## src/rtl/ui5640cfg_seq.sv

```systemverilog
// OV5640 register-table sequencer.
// Walks the table from index 0 to reg_size_i-1 and issues one SCCB write per
// entry through the shared I2C master. Waits for power-up before the first
// write and for the sensor reset after the software-reset entry. Retries
// NACKed writes a bounded number of times.
//
// state | meaning
// ------+---------------------------------------------------------------
// IDLE  | waiting for cfg_start_i after reset
// PWRUP | power-up wait before the first write
// FETCH | compare index to size, latch addr/data from the table
// REQ   | wait for the I2C master to go idle, then pulse iic_req_o
// WAIT  | wait for iic_done_i; ack, retry or give up
// DLY   | post software-reset wait
// NEXT  | advance the table index
// DONE  | all entries written, sticky cfg_done_o
// ERR   | retry limit hit, sticky cfg_err_o
module ui5640cfg_seq #(
  parameter int unsigned CLK_FREQ      = 50000000,
  parameter int unsigned PWRUP_WAIT_US = 20000,
  parameter int unsigned RST_WAIT_US   = 5000,
  parameter int unsigned DELAY_INDEX   = 1,
  parameter int unsigned RETRY_MAX     = 3,
  parameter logic [6:0]  DEV_ADDR      = 7'h3c
) (
  input  logic        clk_i,
  input  logic        rstn_i,
  input  logic        cfg_start_i,
  output logic [8:0]  reg_index_o,
  input  logic [31:0] reg_data_i,
  input  logic [8:0]  reg_size_i,
  output logic        iic_req_o,
  output logic [6:0]  iic_dev_o,
  output logic [15:0] iic_addr_o,
  output logic [7:0]  iic_wdata_o,
  input  logic        iic_busy_i,
  input  logic        iic_done_i,
  input  logic        iic_nack_i,
  output logic        cfg_busy_o,
  output logic        cfg_done_o,
  output logic        cfg_err_o,
  output logic [8:0]  cfg_err_idx_o
);

  // Cycles per microsecond tick; clocks below 1 MHz tick every cycle.
  localparam int unsigned PRESC    = (CLK_FREQ / 1000000 > 0) ? CLK_FREQ / 1000000 : 1;
  localparam logic [31:0] PRESC_TC = 32'(PRESC - 1);

  typedef enum logic [3:0] {
    IDLE, PWRUP, FETCH, REQ, WAIT, DLY, NEXT, DONE, ERR
  } state_t;

  state_t      state;
  logic [31:0] presc_cnt;
  logic [31:0] wait_cnt;
  logic [7:0]  retry;

  // Upper table byte carries no information for a write.
  logic unused_data_hi;
  assign unused_data_hi = ^reg_data_i[31:24];

  assign iic_dev_o = DEV_ADDR;

  // Sequencer FSM; all outputs registered, iic_req_o defaults low each cycle.
  always_ff @(posedge clk_i or negedge rstn_i) begin
    if (!rstn_i) begin
      state         <= IDLE;
      presc_cnt     <= '0;
      wait_cnt      <= '0;
      retry         <= '0;
      reg_index_o   <= '0;
      iic_req_o     <= 1'b0;
      iic_addr_o    <= '0;
      iic_wdata_o   <= '0;
      cfg_busy_o    <= 1'b0;
      cfg_done_o    <= 1'b0;
      cfg_err_o     <= 1'b0;
      cfg_err_idx_o <= '0;
    end else begin
      iic_req_o <= 1'b0;
      case (state)
        IDLE, DONE, ERR: begin
          if (cfg_start_i) begin
            cfg_done_o    <= 1'b0;
            cfg_err_o     <= 1'b0;
            cfg_err_idx_o <= '0;
            reg_index_o   <= '0;
            cfg_busy_o    <= 1'b1;
            presc_cnt     <= PRESC_TC;
            wait_cnt      <= 32'(PWRUP_WAIT_US);
            state         <= PWRUP;
          end
        end
        PWRUP, DLY: begin
          // Tick down-counter: leave once the tick count reaches zero.
          if (wait_cnt == '0) begin
            state <= (state == PWRUP) ? FETCH : NEXT;
          end else if (presc_cnt == '0) begin
            presc_cnt <= PRESC_TC;
            wait_cnt  <= wait_cnt - 32'd1;
          end else begin
            presc_cnt <= presc_cnt - 32'd1;
          end
        end
        FETCH: begin
          if (reg_index_o >= reg_size_i) begin
            cfg_done_o <= 1'b1;
            cfg_busy_o <= 1'b0;
            state      <= DONE;
          end else begin
            iic_addr_o  <= reg_data_i[23:8];
            iic_wdata_o <= reg_data_i[7:0];
            retry       <= '0;
            state       <= REQ;
          end
        end
        REQ: begin
          if (!iic_busy_i) begin
            iic_req_o <= 1'b1;
            state     <= WAIT;
          end
        end
        WAIT: begin
          if (iic_done_i) begin
            if (!iic_nack_i) begin
              if (reg_index_o == 9'(DELAY_INDEX)) begin
                presc_cnt <= PRESC_TC;
                wait_cnt  <= 32'(RST_WAIT_US);
                state     <= DLY;
              end else begin
                state <= NEXT;
              end
            end else if (retry < 8'(RETRY_MAX)) begin
              retry <= retry + 8'd1;
              state <= REQ;
            end else begin
              cfg_err_o     <= 1'b1;
              cfg_err_idx_o <= reg_index_o;
              cfg_busy_o    <= 1'b0;
              state         <= ERR;
            end
          end
        end
        NEXT: begin
          reg_index_o <= reg_index_o + 9'd1;
          state       <= FETCH;
        end
        default: state <= IDLE;
      endcase
    end
  end

endmodule
```

## config.mk

```make
export PLATFORM = sky130hd
export DESIGN_NAME = ui5640cfg_seq
export DESIGN_NICKNAME = d
export VERILOG_FILES = /design/src/rtl/ui5640cfg_seq.sv
export SDC_FILE = /design/constraint.sdc
export NUM_CORES = 1
export LEC_CHECK = 0
export ABC_AREA = 1
export CAP_MARGIN = 20
export CORE_MARGIN = 3
export CORE_UTILIZATION = 56
export CTS_CLUSTER_DIAMETER = 60
export DETAILED_ROUTE_END_ITERATION = 16
export PLACE_DENSITY_LB_ADDON = 0.05
export SYNTH_ARGS = -nofsm -noshare
export SYNTH_HDL_FRONTEND = slang
export SYNTH_SLANG_ARGS = --single-unit
```

## constraint.sdc

```tcl
create_clock -name clk_i -period 2.5 [get_ports clk_i]
set_clock_uncertainty 0.1 [all_clocks]
set_input_delay 0.375 -clock clk_i [delete_from_list [all_inputs] [get_ports clk_i]]
set_output_delay 0.375 -clock clk_i [all_outputs]
set_load 0.1 [all_outputs]
```

==> reports/results.ini <==
[final_layout]
fin_area_um2=8970
drive_gt1_share_pct=10.4
final_common_cell=nand2_1
layout_common_cells=nand2_1, nor2_1, dfrtp_1, inv_1, buf_4
nets=1257
multi_input_area_um2=3850
regArea_um2=3060
area_growth_pct=20.8
n_fill_cell=1121
diodes=0
final_util_pct=70.3

[global_routing]
antenna_found_initial=0
overflow=0
grt_usage_pct=24.9
grt_pass1_wl_mm=29.4
grt_max_degree=123
grt_pass1_vias=6352

[worst_setup_path]
critPathCaptureType=register
worst_setup_path_start_kind=register
arrival_ps=2590
r2r_cells=11
crit_path_start=presc_cnt[26]$_DFFE_PN0P_
reg2reg_to=wait_cnt[8]$_DFFE_PN0P_
path_depth=11
endpoint=wait_cnt[8]$_DFFE_PN0P_
cpPeakStageDelay_ps=570
path_class=reg2reg
required_ps=2760
ff2ff_setup_slack_ps=160
rr_startpoint=presc_cnt[26]$_DFFE_PN0P_
critPathBufInv=1
worst-path-max-fanout=32
cpMaxStageDelayCell=nor2_4
crit_chain=nor2_2 > nand2_1 > nor2_1 > nand2_1 > nor2_2 > inv_1 > nand2_1 > nand2_2 > nor2_4 > nand2_1 > nand2_1
path_common_cell=nand2_1
path_delay_family=simple AND/OR/NAND/NOR gates

[drt]
drt_iter0_markers=424
wl_per_cell_um=12.7
drtPass1Iterations=5
routed_wl_mm=17.5
avgViaCountPerCell=5.05
drc=0
routed-via-count=6972
ant_nets=0

[logic_synthesis]
yosys.area_share.simple_pct=39.9
synth_edf_count=0
avgSynthCellArea_um2=6.74
synth_fa_ha_area_share_pct=2.53
yosysSeqAreaShare_pct=41.1
synthArstFlopShare_pct=100
synth_compound_area_share_pct=4.82
synthFlopType=dfrtp_1
syn_area_um2=7430
synth_mux_area_share_pct=0.135
syn_inst=1102
synth_xor_area_share_pct=3.77
synth_top_family_by_area=simple AND/OR/NAND/NOR gates
yosysWarnings=0
synth_seq_cells=122
ys_types=35

[sta]
hold_ws_ps=369
min_period_ps=2340
timing.fmax_ghz=0.428
hold_viol_final=0
maxSlewViolCount=0
finalSetupViolations=0
worst_pin_slew_ps=758
finalCritPeriodShare_pct=93.5
slew_headroom_pct=49.4
finalWorstSetupSlack_ps=163

[power_and_ir_drop]
power_density_nw_per_um2=1400
p_leak_uw=0.00492
ir_drop_mv=1.33

[hold_path]
hp-class=reg2reg

[die]
core_area_um2=12800
num_rows=41
fp.dieW_um=121
initial_core_util_pct=58.1
io_pins=100
fp.dieArea_um2=14700
die-height_um=121

[clocking]
cts_buffer_depth=2
htree_num_levels=4
cts_sinks=122
cts-root-buf=clkbuf_16
cts_tree=done
cts_buffers=17
clk_latency_ps=430
cts_setup_buffers=0
clk_pin_slew_ps=60

[job]
max_cap_violations=0

[run_status]
status=finished, final reports clean

[placement]
placed_area_um2=8340
dp_hpwl_mm=12.2
dp_slack_ps=107
gp_congestion=0.922
portBuffers=84

timing repair:
| item | 4_1_cts | 5_1_grt |
|---|---|---|
| hold buffers | 1 | 0 |
| resized for setup | 0 | 12 |
| setup endpoints to repair | 0 | 47 |
| hold endpoints to repair | 108 | 0 |
per-stage QoR:
| stage | std cells | power (µW) | setup TNS [ps] |
|---|---|---|---|
| after global routing | 1380 | 13500 | -247 |
| after floorplan | 1107 | 8480 | 0 |
| after detailed placement | 1347 | 9990 | 0 |
| after global placement | 1347 | 9870 | 0 |
| after CTS | 1380 | 12500 | 0 |
| final | 1380 | 12500 | 0 |
worst min-delay path by stage:
stage | startpoint | to | slack (ps) | cells after the start
2_1_floorplan | rstn_i | cfg_busy_o$_DFFE_PN0P_ | -20 | 0
3_3_place_gp | retry[6]$_DFFE_PN0P_ | retry[6]$_DFFE_PN0P_ | 350 | 2
3_5_place_dp | retry[6]$_DFFE_PN0P_ | retry[6]$_DFFE_PN0P_ | 350 | 2
4_1_cts | reg_data_i[22] | iic_addr_o[14]$_DFFE_PN0P_ | 360 | 3
5_1_grt | reg_data_i[16] | iic_addr_o[8]$_DFFE_PN0P_ | 370 | 3
6_report | retry[6]$_DFFE_PN0P_ | retry[6]$_DFFE_PN0P_ | 370 | 2
cell type report:
type	instances	area share [%]
Clock inverter	12	1.56
Timing Repair Buffer	102	10.0
Inverter	95	3.97
Tap cell	172	2.40
Clock buffer	20	5.09
Sequential cell	122	34.0
Multi-Input combinational cell	857	42.9
worst register-to-register path: cells and delay by family, from the launching register on:
family	cells	cell delay (ps)
AND/OR/NAND/NOR	10	1700
flip-flops	1	420
buffers and inverters	1	60
routing by layer:
metal / vias to the layer above / track usage, % / routed length (µm)
met5: - / 0 / 0
li1: 3603 / - / -
met3: 39 / 5.87 / 902
met1: 3164 / 33.5 / 8280
met4: 0 / 9.38 / 382
met2: 166 / 39.2 / 7940
registers in the layout, summed over array words and instances, names as in the netlist:
register       flops
presc_cnt         32
wait_cnt          32
iic_addr_o        16
cfg_err_idx_o      9
reg_index_o        9
iic_wdata_o        8
retry              8
state              4
cfg_busy_o         1
cfg_done_o         1
cfg_err_o          1
iic_req_o          1
Yosys cell counts (2+ instances only):
| master | number | share of area (%) |
|---|---|---|
| inv_2 | 5 | 0.25 |
| nand4_1 | 16 | 1.3 |
| a31oi_1 | 2 | 0.17 |
| nor2_4 | 2 | 0.30 |
| xnor2_1 | 6 | 0.71 |
| nand2_2 | 4 | 0.34 |
| nor2_1 | 190 | 9.6 |
| ha_1 | 15 | 2.5 |
| nor2_2 | 7 | 0.59 |
| o21bai_1 | 7 | 0.71 |
| a21oi_1 | 11 | 0.74 |
| o21ai_0 | 31 | 2.1 |
| buf_4 | 8 | 0.81 |
| dfrtp_1 | 122 | 41 |
| inv_1 | 90 | 4.5 |
| nand2_1 | 450 | 23 |
| conb_1 | 2 | 0.10 |
| nor3_1 | 14 | 0.94 |
| clkbuf_1 | 9 | 0.45 |
| xor2_1 | 26 | 3.1 |
| o22ai_1 | 8 | 0.67 |
| buf_2 | 10 | 0.67 |
| buf_6 | 6 | 0.91 |
| nand3_1 | 50 | 3.4 |
logic make-up (layout without fill, tap and decap cells):
family,after synthesis,count (layout)
compound gates,63,63
fa+ha+maj,15,15
flops,122,122
mux,1,1
buf+inv,128,229
other cells,2,7
xor+xnor,32,32
simple gates,739,739
power breakdown:
group | switching, µW | internal (µW)
registers | 444 | 2460
logic | 5270 | 1900
clock network | 935 | 1530
(Power assumes the default switching activity.)
